### config.mk
export PLATFORM = sky130hd
export DESIGN_NAME = key_event_filter
export DESIGN_NICKNAME = d
export VERILOG_FILES = /design/src/rtl/key_pkg.sv /design/src/rtl/key_event_channel.sv /design/src/rtl/key_event_filter.sv
export SDC_FILE = /design/constraint.sdc
export NUM_CORES = 1
export LEC_CHECK = 0
export ABC_AREA = 0
export CELL_PAD_IN_SITES_DETAIL_PLACEMENT = 0
export CELL_PAD_IN_SITES_GLOBAL_PLACEMENT = 1
export CORE_UTILIZATION = 43
export DETAILED_ROUTE_END_ITERATION = 8
export GPL_ROUTABILITY_DRIVEN = 0
export PLACE_DENSITY = 0.84
export SYNTH_ARGS = -nofsm -noshare
export SYNTH_HDL_FRONTEND = slang
export SYNTH_SLANG_ARGS = --single-unit
export TNS_END_PERCENT = 30
### constraint.sdc
create_clock -name clock -period 3.3 [get_ports clock]
set_clock_uncertainty 0.2 [all_clocks]
set_input_delay 0.66 -clock clock [delete_from_list [all_inputs] [get_ports clock]]
set_output_delay 0.66 -clock clock [all_outputs]
set_load 0.05 [all_outputs]
### src/rtl/key_pkg.sv
// Shared definitions for the push-button debounce / event logic:
// per-channel state encoding, default 50 MHz timing constants and a
// small helper used when sizing the repeat counter.
package key_pkg;

    // Debounce state of one key channel
    typedef enum logic [1:0] {
        RELEASED     = 2'd0,
        PRESS_WAIT   = 2'd1,
        PRESSED      = 2'd2,
        RELEASE_WAIT = 2'd3
    } key_state_t;

    // Default timing at a 50 MHz system clock
    localparam int KEY_STABLE_10MS         = 500_000;
    localparam int KEY_REPEAT_DELAY_500MS  = 25_000_000;
    localparam int KEY_REPEAT_PERIOD_100MS = 5_000_000;

    // Larger of two integers, used to size counters shared by two limits
    function automatic int keyMax(input int a, input int b);
        return (a > b) ? a : b;
    endfunction

endpackage

### src/rtl/key_event_channel.sv
// One debounced key channel: takes the polarity-normalised raw level,
// qualifies level changes over STABLE_CYCLES consecutive samples and
// produces a clean level plus press, release and auto-repeat pulses.
// All outputs come straight from flops.
module key_event_channel
    import key_pkg::*;
#(
    parameter int STABLE_CYCLES = KEY_STABLE_10MS,
    parameter int REPEAT_DELAY  = KEY_REPEAT_DELAY_500MS,
    parameter int REPEAT_PERIOD = KEY_REPEAT_PERIOD_100MS
) (
    input  logic clock,
    input  logic reset_n,
    input  logic pressedRaw_i,
    output logic keyLevel_o,
    output logic keyPress_o,
    output logic keyRelease_o,
    output logic keyRepeat_o
);

    localparam int SW      = $clog2(STABLE_CYCLES + 1);
    localparam int REP_MAX = keyMax(REPEAT_DELAY, REPEAT_PERIOD);
    localparam int RW      = $clog2(REP_MAX + 1);

    localparam logic [SW-1:0] STABLE_TARGET = SW'(STABLE_CYCLES);
    localparam logic [RW-1:0] DELAY_TARGET  = RW'(REPEAT_DELAY);
    localparam logic [RW-1:0] PERIOD_TARGET = RW'(REPEAT_PERIOD);
    localparam logic [RW-1:0] REP_LIMIT     = RW'(REP_MAX);
    localparam logic          REPEAT_EN     = (REPEAT_DELAY != 0);

    key_state_t      state_q;
    logic [SW-1:0]   stableCnt_q;
    logic [RW-1:0]   repCnt_q;
    logic            repFirstDone_q;
    logic            keyLevel_q;
    logic            keyPress_q;
    logic            keyRelease_q;
    logic            keyRepeat_q;

    logic [SW-1:0]   stableInc_d;
    logic [RW-1:0]   repInc_d;
    logic [RW-1:0]   repTarget_d;
    logic [RW-1:0]   repCnt_d;
    logic            repFirstDone_d;
    logic            repFire_d;

    // Saturating counter increments and the next step of the repeat timer;
    // the first pulse waits REPEAT_DELAY, every later one REPEAT_PERIOD
    always_comb begin
        stableInc_d    = (stableCnt_q == STABLE_TARGET) ? stableCnt_q : stableCnt_q + SW'(1);
        repInc_d       = (repCnt_q == REP_LIMIT) ? repCnt_q : repCnt_q + RW'(1);
        repTarget_d    = repFirstDone_q ? PERIOD_TARGET : DELAY_TARGET;
        repCnt_d       = repInc_d;
        repFirstDone_d = repFirstDone_q;
        repFire_d      = 1'b0;
        if (REPEAT_EN && (repInc_d == repTarget_d)) begin
            repCnt_d       = '0;
            repFirstDone_d = 1'b1;
            repFire_d      = 1'b1;
        end
    end

    // Channel FSM with registered level and one-cycle event pulses;
    // the repeat timer only advances while the key is accepted as held
    always_ff @(posedge clock) begin
        if (!reset_n) begin
            state_q        <= RELEASED;
            stableCnt_q    <= '0;
            repCnt_q       <= '0;
            repFirstDone_q <= 1'b0;
            keyLevel_q     <= 1'b0;
            keyPress_q     <= 1'b0;
            keyRelease_q   <= 1'b0;
            keyRepeat_q    <= 1'b0;
        end else begin
            keyPress_q   <= 1'b0;
            keyRelease_q <= 1'b0;
            keyRepeat_q  <= 1'b0;
            case (state_q)
                RELEASED: begin
                    if (pressedRaw_i) begin
                        state_q     <= PRESS_WAIT;
                        stableCnt_q <= SW'(1);
                    end
                end
                PRESS_WAIT: begin
                    if (!pressedRaw_i) begin
                        state_q     <= RELEASED;
                        stableCnt_q <= '0;
                    end else if (stableInc_d == STABLE_TARGET) begin
                        state_q        <= PRESSED;
                        stableCnt_q    <= '0;
                        keyLevel_q     <= 1'b1;
                        keyPress_q     <= 1'b1;
                        repCnt_q       <= '0;
                        repFirstDone_q <= 1'b0;
                    end else begin
                        stableCnt_q <= stableInc_d;
                    end
                end
                PRESSED: begin
                    if (!pressedRaw_i) begin
                        state_q     <= RELEASE_WAIT;
                        stableCnt_q <= SW'(1);
                    end
                    repCnt_q       <= repCnt_d;
                    repFirstDone_q <= repFirstDone_d;
                    keyRepeat_q    <= repFire_d;
                end
                RELEASE_WAIT: begin
                    if (pressedRaw_i) begin
                        state_q        <= PRESSED;
                        stableCnt_q    <= '0;
                        repCnt_q       <= repCnt_d;
                        repFirstDone_q <= repFirstDone_d;
                        keyRepeat_q    <= repFire_d;
                    end else if (stableInc_d == STABLE_TARGET) begin
                        state_q        <= RELEASED;
                        stableCnt_q    <= '0;
                        keyLevel_q     <= 1'b0;
                        keyRelease_q   <= 1'b1;
                        repCnt_q       <= '0;
                        repFirstDone_q <= 1'b0;
                    end else begin
                        stableCnt_q    <= stableInc_d;
                        repCnt_q       <= repCnt_d;
                        repFirstDone_q <= repFirstDone_d;
                        keyRepeat_q    <= repFire_d;
                    end
                end
                default: begin
                    state_q     <= RELEASED;
                    stableCnt_q <= '0;
                end
            endcase
        end
    end

    assign keyLevel_o   = keyLevel_q;
    assign keyPress_o   = keyPress_q;
    assign keyRelease_o = keyRelease_q;
    assign keyRepeat_o  = keyRepeat_q;

endmodule

### src/rtl/key_event_filter.sv
// Debounce and event generation for WIDTH independent push-buttons fed
// from the input synchroniser. Normalises key polarity so 1 = pressed,
// then hands each bit to its own key_event_channel.
module key_event_filter
    import key_pkg::*;
#(
    parameter int WIDTH         = 4,
    parameter int ACTIVE_LOW    = 1,
    parameter int STABLE_CYCLES = KEY_STABLE_10MS,
    parameter int REPEAT_DELAY  = KEY_REPEAT_DELAY_500MS,
    parameter int REPEAT_PERIOD = KEY_REPEAT_PERIOD_100MS
) (
    input  logic             clock,
    input  logic             reset_n,
    input  logic [WIDTH-1:0] syncIn,
    output logic [WIDTH-1:0] keyLevel,
    output logic [WIDTH-1:0] keyPress,
    output logic [WIDTH-1:0] keyRelease,
    output logic [WIDTH-1:0] keyRepeat
);

    localparam logic POLARITY = (ACTIVE_LOW != 0);

    logic [WIDTH-1:0] pressedRaw;

    assign pressedRaw = syncIn ^ {WIDTH{POLARITY}};

    for (genvar ch = 0; ch < WIDTH; ch++) begin : g_channel
        key_event_channel #(
            .STABLE_CYCLES (STABLE_CYCLES),
            .REPEAT_DELAY  (REPEAT_DELAY),
            .REPEAT_PERIOD (REPEAT_PERIOD)
        ) u_channel (
            .clock        (clock),
            .reset_n      (reset_n),
            .pressedRaw_i (pressedRaw[ch]),
            .keyLevel_o   (keyLevel[ch]),
            .keyPress_o   (keyPress[ch]),
            .keyRelease_o (keyRelease[ch]),
            .keyRepeat_o  (keyRepeat[ch])
        );
    end

endmodule

Word level (Yosys, flattened, before mapping). Index checks and enable logic that the tools add are counted.

Bits of input ports: 6. Word-level logic and storage cells: 290. Register bits: 204.

Equality and inequality tests: 60. $add $sub $neg: 8. Bitwise logic cells: 6. Reduce and logical (&&, ||, !) cells: 36. Muxes and demuxes: 148.

Operator list (number): $mux 25 (28); $mux 19 (24); $pmux 19 s4 (4); $pmux 25 s3 (4); $eq 19x19->1 const B (8); $add 25x1->25 const B (4); $eq 25x25->1 (4); $eq 25x25->1 const B (4); $add 19x1->19 const B (4); $mux 1 (48); $mux 2 (24); $ne 2x2->1 const B (16); $pmux 2 s4 (4); $ne 3x2->1 const B (8); $reduce_and 3->1 (8); $reduce_and 5->1 (4); $eq 2x2->1 const B (8); $ne 2x1->1 const B (8); $pmux 1 s2 (8); $reduce_and 4->1 (4); $pmux 1 s3 (4); $reduce_bool 3->1 (4); $reduce_or 3->1 (4); $eq 2x1->1 const B (4); 5 further kinds (18).

Depth between registers and ports, before layout. Gate-level depths: netlist of the first run.

Depth in word-level cells: 7. Mapped depth: 12. Depth with buffers taken out: 10.

Cells and area by module. From an unflattened synthesis of the first run, not the netlist that was laid out.

Cells, all modules: 1960. Area total of the unflattened synthesis: 14752.9 µm².

By module, submodules not included: key_event_channel at g_channel[1].u_channel ... (area each 3638.5 µm², cells each 485, instances 2); key_event_channel at g_channel[0].u_channel (area each 3782.4 µm², cells each 509, instances 1); key_event_channel at g_channel[3].u_channel (area each 3678.5 µm², cells each 477, instances 1); key_event_filter (area each 15.0 µm², cells each 4, instances 1).

Worst setup path after synthesis of the first run. Ideal clock, no wire load.

Kind: flip-flop to flip-flop. Start: reg g_channel[3].u_channel.repCnt_q[1]. End: reg g_channel[3].u_channel.repCnt_q[14]. Library setup time: 0.122 ns. Stages on the path, launching flop included: 12. Arrival time: 3.077 ns. Required time: 2.978 ns. Path buffers: 2. Slack: -0.099 ns. Cells stage by stage: dfxtp_1 ha_1 and3_1 buf_2 nand4_2 or4_1 a22o_1 nor4_1 o2111ai_1 and2_1 buf_2 a221o_1.

Longest elaborated chain between the ends: 7.

RTL lines: start, declared (RTL line key_event_channel.sv:33) `logic [RW-1:0] repCnt_q;`; start signal, assigned (RTL line key_event_channel.sv:106) `repCnt_q <= repCnt_d;`; start signal, assigned (RTL line key_event_channel.sv:114) `repCnt_q <= repCnt_d;`; start signal, assigned (RTL line key_event_channel.sv:126) `repCnt_q <= repCnt_d;`; $add 25x1->25 / $eq 25x25->1 (equally long branches) (RTL line key_event_channel.sv:51) `repInc_d = (repCnt_q == REP_LIMIT) ? repCnt_q : repCnt_q + RW'(1);`; $mux 25 * (RTL line key_event_channel.sv:51); $eq 25x25->1 (RTL line key_event_channel.sv:56) `if (REPEAT_EN && (repInc_d == repTarget_d)) begin`; $mux 25 * (RTL line key_event_channel.sv:56); $mux 25 (RTL line key_event_channel.sv:117) `end else if (stableInc_d == STABLE_TARGET) begin`; $mux 25 (RTL line key_event_channel.sv:111) `if (pressedRaw_i) begin`; $pmux 25 s3 * (RTL line key_event_channel.sv:79) `case (state_q)`.

Every way passes the cells marked *; elsewhere a longest branch is shown, timed or not. A chain may end at the register's enable or synchronous reset.

Final worst setup path of the first run.
Start: reg g_channel[3].u_channel.repCnt_q[14]. End: reg g_channel[3].u_channel.repCnt_q[14].

The elaborated chain is that of the path after synthesis.

==> results of run 1 <==
through the flow:
stage	TNS, ns	utilization	hold WS, ns	instances
after floorplan	0	-	0.238	2019
after global placement	0	0.484	0.252	2506
after detailed placement	0	0.484	0.265	2506
after CTS	0	0.510	0.272	2553
after global routing	-0.197	0.520	0.291	2561
final	0	0.520	0.273	2561
final timing paths:
kind	endpoint	slack [ns]
setup reg to reg	g_channel[3].u_channel.repCnt_q[14]$_SDFFE_PN0P_	0.12
hold / removal	g_channel[0].u_channel.stableCnt_q[17]$_SDFFE_PN0P_	0.27
hold reg to reg	g_channel[0].u_channel.stableCnt_q[17]$_SDFFE_PN0P_	0.27
setup / recovery	g_channel[3].u_channel.repCnt_q[14]$_SDFFE_PN0P_	0.12
per-layer routing:
| metal | GRT usage | routed length (um) |
|---|---|---|
| met5 | 0 | 0 |
| met4 | 0.0656 | 1010 |
| met3 | 0.0316 | 2140 |
| met2 | 0.389 | 19900 |
| met1 | 0.312 | 19400 |
layout make-up:
cell class | instances | share of cell area
inverter | 72 | 0.0156
sequential | 204 | 0.236
timing repair buffer | 215 | 0.0990
tap | 448 | 0.0321
clock buffer | 37 | 0.0443
clock inverter | 10 | 0.00717
multi-input combinational | 1575 | 0.566
state kept, by name, indices dropped and copies added, names as in the netlist, named ones only:
register and cells:
g_channel.u_channel.keyLevel_o 4, g_channel.u_channel.keyPress_o 4, g_channel.u_channel.keyRelease_o 4, g_channel.u_channel.keyRepeat_o 4
g_channel.u_channel.repCnt_q 100, g_channel.u_channel.repFirstDone_q 4, g_channel.u_channel.stableCnt_q 76, g_channel.u_channel.state_q 4
timing repair:
action / CTS / global route
setup buffers: 0 / 8
setup endpoints to repair: 1 / 136
gates cloned: 0 / 0
pin swaps: 0 / 8
endpoints found under the hold margin: 0 / 0
gates resized for setup: 1 / 70
critical path: cells and delay by family, from the launching register on:
kind,cells,cell delay (ns)
DFF,1,0.44
and+or+nand+nor,5,1.27
buffers and inverters,2,0.41
AOI/OAI and AO/OA,3,0.75
power groups by stage:
stage               registers (uW)  clock network [uW]  logic, uW
floorplan                     2540                   0        169
global route                  2500                3180        273
CTS                           2490                3070        244
detailed placement            2550                   0        243
finish                        2500                2990        248
global placement              2550                   0        239
logic make-up after synthesis:
| logic type | synth area share |
|---|---|
| buffers and inverters | 0.0687 |
| multiplexers | 0.0140 |
| AND/OR/NAND/NOR | 0.377 |
| AO/OA/AOI/OAI | 0.216 |
| XOR/XNOR | 0.0322 |
| adder cells (fa/ha/maj) | 0.0136 |
| flip-flops | 0.278 |
Yosys cell counts (9+ instances only):
cell / count / share of area
o2111ai_1: 9 / 0.0054
buf_2: 28 / 0.0096
xor2_1: 26 / 0.016
nor3b_1: 15 / 0.0077
or4_1: 23 / 0.012
nor2b_1: 25 / 0.011
nor4_1: 42 / 0.018
buf_4: 17 / 0.0087
nor2_1: 143 / 0.037
mux2i_1: 16 / 0.011
o21ai_0: 70 / 0.024
or3_1: 28 / 0.012
nand2_1: 222 / 0.057
o211ai_1: 32 / 0.016
a31oi_1: 78 / 0.033
and2_1: 21 / 0.0090
or2_2: 11 / 0.0047
nand4_1: 92 / 0.039
nand3b_1: 23 / 0.012
clkbuf_1: 119 / 0.030
xnor2_1: 28 / 0.017
ha_1: 16 / 0.014
nand3_1: 120 / 0.041
o31ai_1: 9 / 0.0046
and3_1: 37 / 0.016
a311oi_1: 21 / 0.013
inv_1: 72 / 0.018
and4_1: 37 / 0.022
dfxtp_1: 204 / 0.28
a21oi_1: 110 / 0.038
o21a_1: 22 / 0.011
nor4b_1: 12 / 0.0072
a211oi_1: 15 / 0.0077
nor3_1: 93 / 0.032
o22ai_1: 21 / 0.0090
nand2b_1: 22 / 0.0094
==> flow_metrics.tcl, run 1 <==
set metrics [dict create \
    synth_top_flop_cell "dfxtp_1" \
    grt_use_total 0.233 \
    reg2reg_depth 10 \
    cts_tree "done" \
    grt_max_degree 59 \
    drt-total-wl_um 42400 \
    rsz0062_at_grt "true" \
    yosysSeqAreaShare 0.278 \
    final_common_cell "nand2_1" \
    synth_nets 2041 \
    place_area_um2 16200 \
    seqPwrFrac 0.435 \
    path_clk_slew_ns 0.06 \
    setup_viol 0 \
    max_stage_delay_ns 0.44 \
    first_pass_iters 5 \
    wl_per_cell_um 16.6 \
    numClockSinks 204 \
    finalPower_uw 5740 \
    slew_violations 0 \
    switching_share 0.231 \
    setup.worst_path.start "g_channel[3].u_channel.repCnt_q[14]$_SDFFE_PN0P_" \
    powerDensity_nw_per_um2 329 \
    synth_cell_types 86 \
    rr_startpoint "g_channel[3].u_channel.repCnt_q[14]$_SDFFE_PN0P_" \
    worstPathMaxFanout 14 \
    ios 22 \
    clockBufferDepth 3 \
    comb_power_share 0.043 \
    netlist_area_um2 14700 \
    areaGrowthSynthToFinish_pct 19.0 \
    via_count 15700 \
    core_um2 33500 \
    internal-power_uw 4410 \
    crit_top_cell "and3_1" \
    initial_utilization 0.437 \
    drc 0 \
    worstSetupPathType "reg2reg" \
    syn_inst 2019 \
    htree_levels 1 \
    crit_path_start_kind "register" \
    cp.required_ns 3.53 \
    maxSlewHeadroom 0.208 \
    finalCriticalPeriod_ns 3.18 \
    regArea_um2 4120 \
    antenna_left 0 \
    die_h_um 187 \
    worstMarginPinSlew_ns 1.18 \
    synth_edf_count 0 \
    fillers 3263 \
    min_from "g_channel[0].u_channel.stableCnt_q[17]$_SDFFE_PN0P_" \
    place_ws_ns 0.00454 \
    dieArea_um2 34900 \
    mostFrequentLayoutCells "nand2_1, buf_4, dfxtp_1" \
    synth_seq_cells 204 \
    crit_chain "and3_1 -> nand2_1 -> buf_4 -> or3_1 -> a211o_1 -> nor4_4 -> o2111ai_2 -> buf_6 -> and3_1 -> a221o_1" \
    hold_viol_final 0 \
    worst_slack_ns 0.120 \
    port_buffers 21 \
    crit_slowest_cell "dfxtp_1" \
    clk_latency_ns 0.55 \
    via_per_inst 6.12 \
    final_nets 2116 \
    antenna_found_initial 0 \
    cts_made_buffers 26 \
    drive_above_1_share 0.166 \
    grt_pass1_vias 14200 \
    grt_pass1_wl_um 70100 \
    cts_root_buf "clkbuf_16" \
    worstHoldPathCells 2 \
    p_leak_uw 0.00579 \
    stdcell_area_um2 17500 \
    yosys_warnings 0 \
    antennaDiodeCount 0 \
    fp.dieW_um 187 \
    grt-ovfl-total 0 \
    outcome "finished clean" \
    p_clk_frac 0.522 \
    drtIter0Drc 1121 \
    max_freq_mhz 314 \
    multi_input_area_um2 9870 \
    power_switching_uw 1320 \
    avgSynthCellArea_um2 7.27 \
    finalCritPeriodShare 0.964 \
    crit_arrival_ns 3.41 \
    hold_buffers 0 \
    cap_violations 0 \
    peakVddDrop_mv 0.367 \
    hpwl_um 29600 \
    num_rows 67 \
    synth-async-reset-ratio 0 \
    hold_path.class "reg2reg" \
    end_kind "register" \
]
Note: power is estimated with default switching activity, not from simulation.
==> run 2, diff against run 1 <==
--- a/config.mk
+++ b/config.mk
@@ -8,10 +8,11 @@
 export ABC_AREA = 0
 export CELL_PAD_IN_SITES_DETAIL_PLACEMENT = 0
 export CELL_PAD_IN_SITES_GLOBAL_PLACEMENT = 1
-export CORE_UTILIZATION = 43
+export CORE_UTILIZATION = 44
+export CTS_BUF_LIST = sky130_fd_sc_hd__clkbuf_4
 export DETAILED_ROUTE_END_ITERATION = 8
 export GPL_ROUTABILITY_DRIVEN = 0
-export PLACE_DENSITY = 0.84
+export PLACE_DENSITY = 0.85
 export SYNTH_ARGS = -nofsm -noshare
 export SYNTH_HDL_FRONTEND = slang
 export SYNTH_SLANG_ARGS = --single-unit
==> flow_metrics.tcl, run 2 (synthesis results as in run 1) <==
set metrics [dict create \
    outcome "finished clean" \
    cp.required_ns 3.65 \
    fp.dieW_um 185 \
    cts_tree "done" \
    grt_pass1_wl_um 71700 \
    slew_violations 0 \
    crit_arrival_ns 3.56 \
    drive_above_1_share 0.197 \
    setup_viol 0 \
    p_clk_frac 0.480 \
    worstHoldPathCells 3 \
    switching_share 0.263 \
    via_count 16100 \
    peakVddDrop_mv 0.228 \
    hold_viol_final 0 \
    fin_setup_tns_ns 0 \
    htree_levels 3 \
    mostFrequentLayoutCells "nand2_1, buf_4, dfxtp_1" \
    drtIter0Drc 1114 \
    cp_top_family "simple AND/OR/NAND/NOR gates" \
    worstSetupPathType "reg2reg" \
    dieArea_um2 34100 \
    drt-total-wl_um 44000 \
    stdcell_area_um2 17600 \
    path_clk_slew_ns 0.06 \
    port_buffers 21 \
    worstMarginPinSlew_ns 0.705 \
    cts_made_buffers 68 \
    max_freq_mhz 312 \
    reg2reg_depth 11 \
    final_cells 2636 \
    drc 0 \
    p_leak_uw 0.00589 \
    hold_path.class "in2reg" \
    first_pass_iters 5 \
    grt_use_total 0.253 \
    seqPwrFrac 0.472 \
    areaGrowthSynthToFinish_pct 19.8 \
    die_h_um 185 \
    power_switching_uw 1390 \
    numClockSinks 204 \
    core_um2 32700 \
    wl_per_cell_um 16.7 \
    fillers 3204 \
    crit_top_cell "buf_4" \
    largest_reg_flops 100 \
    cap_violations 0 \
    maxSlewHeadroom 0.530 \
    hpwl_um 29800 \
    clk_latency_ns 0.73 \
    finalPower_uw 5290 \
    antenna_left 0 \
    antenna_found_initial 1 \
    comb_power_share 0.048 \
    worstPathMaxFanout 11 \
    ff2ff_setup_slack_ns 0.09 \
    finalCritPeriodShare 0.973 \
    ios 22 \
    powerDensity_nw_per_um2 301 \
    top_regs "g_channel.u_channel.repCnt_q: 100 flops, g_channel.u_channel.stableCnt_q: 76 flops" \
    final_nets 2171 \
    dp.cells 2504 \
    final_common_cell "nand2_1" \
    crit_cells 11 \
    via_per_inst 6.10 \
    grt-ovfl-total 0 \
    cts_root_buf "clkbuf_4" \
    crit_slowest_cell "or4b_4" \
    internal-power_uw 3890 \
    rsz0062_at_grt "true" \
    grt_pass1_vias 15000 \
    clockBufferDepth 3 \
    end_kind "register" \
    num_rows 66 \
    place_area_um2 16300 \
    path_buf_inv 2 \
    crit_path_start_kind "register" \
    grt_max_degree 131 \
    crit_chain "ha_2 -> nand4_1 -> nor4_2 -> buf_4 -> xor2_1 -> or4b_4 -> nor4_4 -> o21ai_4 -> buf_4 -> a32oi_1 -> nor2_1" \
    hold_ws_ns 0.165 \
    max_stage_delay_ns 0.52 \
    initial_utilization 0.449 \
    finalCriticalPeriod_ns 3.21 \
    largest-register "g_channel.u_channel.repCnt_q" \
]
## run 2: worst register-to-register path, delay by kind of cell, from the launching register on
family	cells	cell delay [ns]
adders and majority gates	1	0.23
DFF	1	0.34
xor gates and xnor gates	1	0.22
and+or+nand+nor	5	1.32
buffers and inverters	2	0.38
AOI/OAI and AO/OA	2	0.38
## run 2: final cells by class
cell class	instances	area, um2	area share
repair buffers	228	1910	0.109
well taps	442	553	0.0315
flip-flops and latches	204	4100	0.233
clock buffers	96	721	0.0410
inverters	72	273	0.0155
multi-input cells	1575	9940	0.565
diodes	1	2.50	0.000142
clock inverters	18	71.3	0.00406
## run 2: repair_timing
item                                    in CTS  in global routing
pin swaps                                    0                 13
buffers inserted                             0                 15
hold buffers                                 0                  0
gates resized for setup                      5                 82
endpoints found under the setup margin      15                148
gates cloned                                 0                  2
## run 2: per-layer routing
layer / vias up / share of wire / track usage
li1: 7858 / - / -
met1: 7623 / 0.45 / 0.321
met2: 483 / 0.47 / 0.420
met3: 109 / 0.054 / 0.0468
met4: 0 / 0.027 / 0.104
met5: - / 0 / 0
## run 2: per-stage QoR
stage,util,setup slack [ns]
floorplan,-,0.0322
global placement,0.497,-0.0772
detailed placement,0.497,-0.0917
CTS,0.522,0.0158
global route,0.537,-0.120
finish,0.537,0.0906
## run 2: final timing paths
kind	to	start
max	g_channel[1].u_channel.repCnt_q[20]$_SDFFE_PN0P_	g_channel[1].u_channel.repCnt_q[1]$_SDFFE_PN0P_
min	register	reset_n
max reg2reg	g_channel[1].u_channel.repCnt_q[20]$_SDFFE_PN0P_	g_channel[1].u_channel.repCnt_q[1]$_SDFFE_PN0P_
min reg2reg	g_channel[0].u_channel.stableCnt_q[17]$_SDFFE_PN0P_	g_channel[0].u_channel.stableCnt_q[17]$_SDFFE_PN0P_
## run 2: power by group through the flow
stage | clock network [uW] | logic [uW] | registers, uW
after global placement | 0 | 241 | 2550
after floorplan | 0 | 169 | 2540
final | 2540 | 254 | 2490
after detailed placement | 0 | 244 | 2550
after CTS | 2640 | 246 | 2490
after global routing | 2800 | 277 | 2490
